File: src/rtl/agc_timer_unit_pkg.sv
// Shared definitions for the TIME1/TIME2 hardware writer: register select, FSM states, count limit.
package agc_timer_unit_pkg;

    typedef enum logic {
        TIME1 = 1'b0,
        TIME2 = 1'b1
    } reg_t;

    typedef enum logic [1:0] {
        IDLE   = 2'd0,
        REQ_T1 = 2'd1,
        REQ_T2 = 2'd2
    } timer_state_t;

    localparam logic [13:0] TIME_CNT_MAX = 14'h3FFF;

    // 14-bit wrapping increment; bit 14 of a written timer value is always 0.
    function automatic logic [14:0] time_inc(input logic [14:0] q);
        return {1'b0, q[13:0] + 14'd1};
    endfunction

endpackage

File: src/rtl/agc_timer_unit_prescaler.sv
// Timer prescaler: counts 0..DIV-1 while enabled and flags the terminal count as a tick.
// Kept generic so further timer cells can reuse it.
module agc_timer_unit_prescaler #(
    parameter int DIV = 16
) (
    input  logic clk,
    input  logic rst_l,
    input  logic en,
    output logic tick
);

    localparam int CNT_W = $clog2(DIV);
    localparam logic [CNT_W-1:0] CNT_LAST = CNT_W'(DIV - 1);

    logic [CNT_W-1:0] cnt_reg;
    logic [CNT_W-1:0] cnt_next;

    assign tick = en && (cnt_reg == CNT_LAST);

    always_comb begin
        cnt_next = cnt_reg;
        if (tick) begin
            cnt_next = '0;
        end else if (en) begin
            cnt_next = cnt_reg + CNT_W'(1);
        end
    end

    always_ff @(posedge clk or negedge rst_l) begin
        if (!rst_l) begin
            cnt_reg <= '0;
        end else begin
            cnt_reg <= cnt_next;
        end
    end

endmodule

File: src/rtl/agc_timer_unit.sv
// Hardware writer for TIME1/TIME2: queues prescaler ticks and issues increment writes,
// carrying TIME1 overflow into TIME2. Optional overflow pulse under AGC_TIMER_OVF_IRQ_EN.
module agc_timer_unit
    import agc_timer_unit_pkg::*;
#(
    parameter int DIV      = 16,
    parameter int MAX_PEND = 7,
    parameter int PEND_W   = $clog2(MAX_PEND + 1)
) (
    input  logic        clk,
    input  logic        rst_l,
    input  logic        en,
    input  logic [14:0] time1_q,
    input  logic [14:0] time2_q,
    output logic        wr_req,
    output reg_t        wr_sel,
    output logic [14:0] wr_data,
    input  logic        wr_gnt,
`ifdef AGC_TIMER_OVF_IRQ_EN
    output logic        irq_t2_ovf,
`endif
    output logic        lost_tick
);

    localparam logic [PEND_W-1:0] PEND_MAX = PEND_W'(MAX_PEND);

    logic              tick;
    logic              t1_xfer;
    timer_state_t      state_reg;
    timer_state_t      state_next;
    logic [PEND_W-1:0] pend_reg;
    logic [PEND_W-1:0] pend_next;
    logic              lost_reg;
    logic              lost_next;

    agc_timer_unit_prescaler #(
        .DIV(DIV)
    ) u_prescaler (
        .clk  (clk),
        .rst_l(rst_l),
        .en   (en),
        .tick (tick)
    );

    assign t1_xfer   = (state_reg == REQ_T1) && wr_gnt;
    assign lost_tick = lost_reg;

    // A tick and a TIME1 grant in the same cycle cancel; only an uncancelled tick can be lost.
    always_comb begin
        pend_next = pend_reg;
        lost_next = lost_reg;
        if (tick && !t1_xfer) begin
            if (pend_reg == PEND_MAX) begin
                lost_next = 1'b1;
            end else begin
                pend_next = pend_reg + PEND_W'(1);
            end
        end else if (t1_xfer && !tick) begin
            pend_next = pend_reg - PEND_W'(1);
        end
    end

    // Outputs depend only on state and the forwarded q values, so a stalled request
    // keeps its target and re-increments whatever software wrote meanwhile.
    always_comb begin
        state_next = state_reg;
        wr_req     = 1'b0;
        wr_sel     = TIME1;
        wr_data    = '0;
        case (state_reg)
            IDLE: begin
                if (pend_reg != '0) begin
                    state_next = REQ_T1;
                end
            end
            REQ_T1: begin
                wr_req  = 1'b1;
                wr_data = time_inc(time1_q);
                if (wr_gnt) begin
                    state_next = (time1_q[13:0] == TIME_CNT_MAX) ? REQ_T2 : IDLE;
                end
            end
            REQ_T2: begin
                wr_req  = 1'b1;
                wr_sel  = TIME2;
                wr_data = time_inc(time2_q);
                if (wr_gnt) begin
                    state_next = IDLE;
                end
            end
            default: begin
                state_next = IDLE;
            end
        endcase
    end

    always_ff @(posedge clk or negedge rst_l) begin
        if (!rst_l) begin
            state_reg <= IDLE;
            pend_reg  <= '0;
            lost_reg  <= 1'b0;
        end else begin
            state_reg <= state_next;
            pend_reg  <= pend_next;
            lost_reg  <= lost_next;
        end
    end

`ifdef AGC_TIMER_OVF_IRQ_EN
    logic irq_reg;

    always_ff @(posedge clk or negedge rst_l) begin
        if (!rst_l) begin
            irq_reg <= 1'b0;
        end else begin
            irq_reg <= (state_reg == REQ_T2) && wr_gnt && (time2_q[13:0] == TIME_CNT_MAX);
        end
    end

    assign irq_t2_ovf = irq_reg;
`endif

endmodule

File: config.mk
export PLATFORM = sky130hd
export DESIGN_NAME = agc_timer_unit
export DESIGN_NICKNAME = d
export VERILOG_FILES = /design/src/rtl/agc_timer_unit_pkg.sv /design/src/rtl/agc_timer_unit_prescaler.sv /design/src/rtl/agc_timer_unit.sv
export SDC_FILE = /design/constraint.sdc
export NUM_CORES = 1
export LEC_CHECK = 0
export ABC_AREA = 1
export CORE_UTILIZATION = 48
export CTS_BUF_LIST = sky130_fd_sc_hd__clkbuf_8
export CTS_CLUSTER_SIZE = 14
export DETAILED_ROUTE_END_ITERATION = 8
export GPL_ROUTABILITY_DRIVEN = 0
export GPL_TIMING_DRIVEN = 0
export PLACE_DENSITY_LB_ADDON = 0.12
export SLEW_MARGIN = 20
export SYNTH_ARGS = -nofsm -noshare
export SYNTH_HDL_FRONTEND = slang
export SYNTH_SLANG_ARGS = --single-unit
export TNS_END_PERCENT = 10
File: constraint.sdc
create_clock -name clk -period 5.78 [get_ports clk]
set_input_delay 0.578 -clock clk [delete_from_list [all_inputs] [get_ports clk]]
set_output_delay 0.578 -clock clk [all_outputs]
set_load 0.02 [all_outputs]
==> flow_metrics.tcl <==
set metrics [dict create \
    status "complete, no violations" \
    multi_input_area_sq_um 863.3 \
    num_vias 1416 \
    drtIter0Drc 27 \
    arrival_ns 2.79 \
    largest_reg_flops 4 \
    io_pins 52 \
    cts_inserted_buffers 3 \
    area_growth_syn_to_layout_pct 46.31 \
    synth_area_leader_cell "dfrtp_1" \
    cts_hold_buf 0 \
    path_buf_inv 4 \
    cts_root_buf "clkbuf_8" \
    cts_buffer_depth 2 \
    finalSetupTns_ns 0 \
    grt.busiest_layer "met2" \
    worstPathMaxFanout 10 \
    syn-num-nets 237 \
    dp.cells 274 \
    portBuffers 48 \
    power.leakage_nw 0.8319 \
    grt_usage_pct 27.03 \
    setup_viol 0 \
    cpMaxStageDelayCell "clkdlybuf4s50_1" \
    path_cells "inv_1 -> ha_1 -> buf_6 -> buf_6 -> nand2_1 -> nand2_2 -> ha_1 -> nand2_1 -> nor2_1 -> nand3_1 -> nand2_1 -> nand2_1 -> nor2_1 -> clkdlybuf4s50_1" \
    seq_area_frac_synth_pct 20.22 \
    regArea_sq_um 250.2 \
    core-area_sq_um 2455 \
    cpMostUsedCell "nand2_1" \
    ir_worst_vdd_uv 330.2 \
    min_path_type "register to register" \
    startpoint_type "register" \
    finalMaxSlewViolations 0 \
    cap_violations 0 \
    cts_tree "built" \
    r2r-start "u_prescaler.cnt_reg[0]" \
    final_antenna_net_count 0 \
    post-route-util_pct 73.75 \
    rsz0062_at_grt "no" \
    hpwlAfterDp_um 2556 \
    grt_util_met2_pct 49.16 \
    path_clk_slew_ns 0.05 \
    yosys_warnings 0 \
    finalPower_mw 0.5217 \
    drc 0 \
    fmax_ghz 0.2969 \
    detail_route.wl_per_cell_um 11.60 \
    finalHoldViolations 0 \
    synth.distinct_cells 31 \
    final_common_cell "nand2_1" \
    fin_cells 278 \
    num_rows 18 \
    r2r_cells 8 \
    cts_setup_buffers 0 \
    die_y_um 52.78 \
    synth.area.top_cells "dfrtp_1 (20%), nand2_1 (20%), nor2_1 (7.6%)" \
    netlist_instances 196 \
    worst-path-stages 14 \
    final_cell_mix "nand2_1 (66), clkdlybuf4s50_1 (48), nor2_1 (25), nand3_1 (15)" \
    cts_sinks 10 \
    cts.repair.resized 0 \
    design_area_sq_um 1810 \
    die-area_sq_um 2785 \
    crit_family "buffers and inverters" \
    ys_ff_latch 10 \
    die_w_um 52.78 \
    fin_ws_ns 2.411 \
    clk_latency_ns 0.23 \
    start_util_pct 50.41 \
    avgSynthCellArea_sq_um 6.313 \
    placedInstanceArea_sq_um 1755 \
    whs_path_depth 1 \
    endpoint_kind "primary output" \
    htree_levels 1 \
    grt_pass1_wl_um 5533 \
    period_share_pct 58.28 \
    grt_pass1_vias 1356 \
    drt_wl_total_um 3225 \
    slowest_delay_ns 0.60 \
    worstSetupPathType "register to primary output" \
    powerDensity_nw_per_um2 288.1 \
    crit_required_ns 5.20 \
    dpl_worst_slack_ns 2.510 \
    use_met1_pct 30.97 \
    drt_pass1_iterations 4 \
    startpoint "state_reg[0]" \
    antenna_found_initial 0 \
    grt-ovfl-total 0 \
    worstHoldStart "lost_tick" \
    vias_per_cell 5.094 \
    fin_hold_ws_ns 0.4917 \
    drive_above_1_share_pct 14.92 \
    syn-cell-area_sq_um 1237 \
    grt_max_degree 11 \
    synth_top_area_share_pct 20.22 \
    fillers 213 \
    grtUsageMet3_pct 4.348 \
    post-route-min-period_ns 3.369 \
    fin_skew_ns 0.001675 \
    diodes 0 \
    nets 290 \
]
[final timing paths]
| kind | end | slack (ns) |
|---|---|---|
| max | wr_data[12] | 2.41 |
| min | lost_tick | 0.49 |
| max reg2reg | pend_reg[2] | 3.72 |
| min reg2reg | lost_tick | 0.49 |
| max in group asynchronous | u_prescaler.cnt_reg[2] | 4.85 |
| min in group asynchronous | pend_reg[0] | 0.64 |
[cell type report]
type	count	share of cell area, %
buffer	5	3.041
clock buffer	4	3.041
inverter	17	3.801
multi-input combinational	164	47.68
sequential	10	13.82
tap	30	2.073
timing repair buffer	48	26.54
[kinds of logic after synthesis]
family	synth area share, %
and+or+nand+nor	52.28
buffers and inverters	10.01
AOI/OAI and AO/OA	7.179
DFF	20.22
adders and majority gates	7.684
xor gates and xnor gates	1.416
other	0.3030
muxes	0.9099
[worst reg2reg max path, delay by kind of cell (launching register included)]
family	cells	cell delay [ns]
and+or+nand+nor	6	0.94
DFF	1	0.39
adders and majority gates	2	0.61
[synth_stat cells, drive strengths merged]
| cell type | number |
|---|---|
| a21oi | 8 |
| buf | 5 |
| conb | 1 |
| dfrtp | 10 |
| fa | 1 |
| ha | 6 |
| inv | 17 |
| mux2 | 1 |
| nand2 | 81 |
| nand3 | 16 |
| nand3b | 1 |
| nand4 | 6 |
| nor2 | 29 |
| nor3 | 2 |
| nor3b | 1 |
| nor4 | 1 |
| o21ai | 6 |
| o21bai | 2 |
| xor2 | 2 |
[power breakdown]
part	switching (mW)	total, mW	leakage, nW	internal [mW]
clock network	0.0250	0.0846	0.0288	0.0596
logic	0.169	0.311	0.680	0.142
registers	0.0268	0.126	0.123	0.0991
total	0.221	0.522	0.832	0.301
[layer usage]
layer / routed length [um] / vias to the layer above
met1: 1395 / 632
met3: 155 / 2
li1: - / 735
met5: 0 / -
met4: 13 / 0
met2: 1659 / 47
No activity file was read; power rests on OpenSTA's default activity.
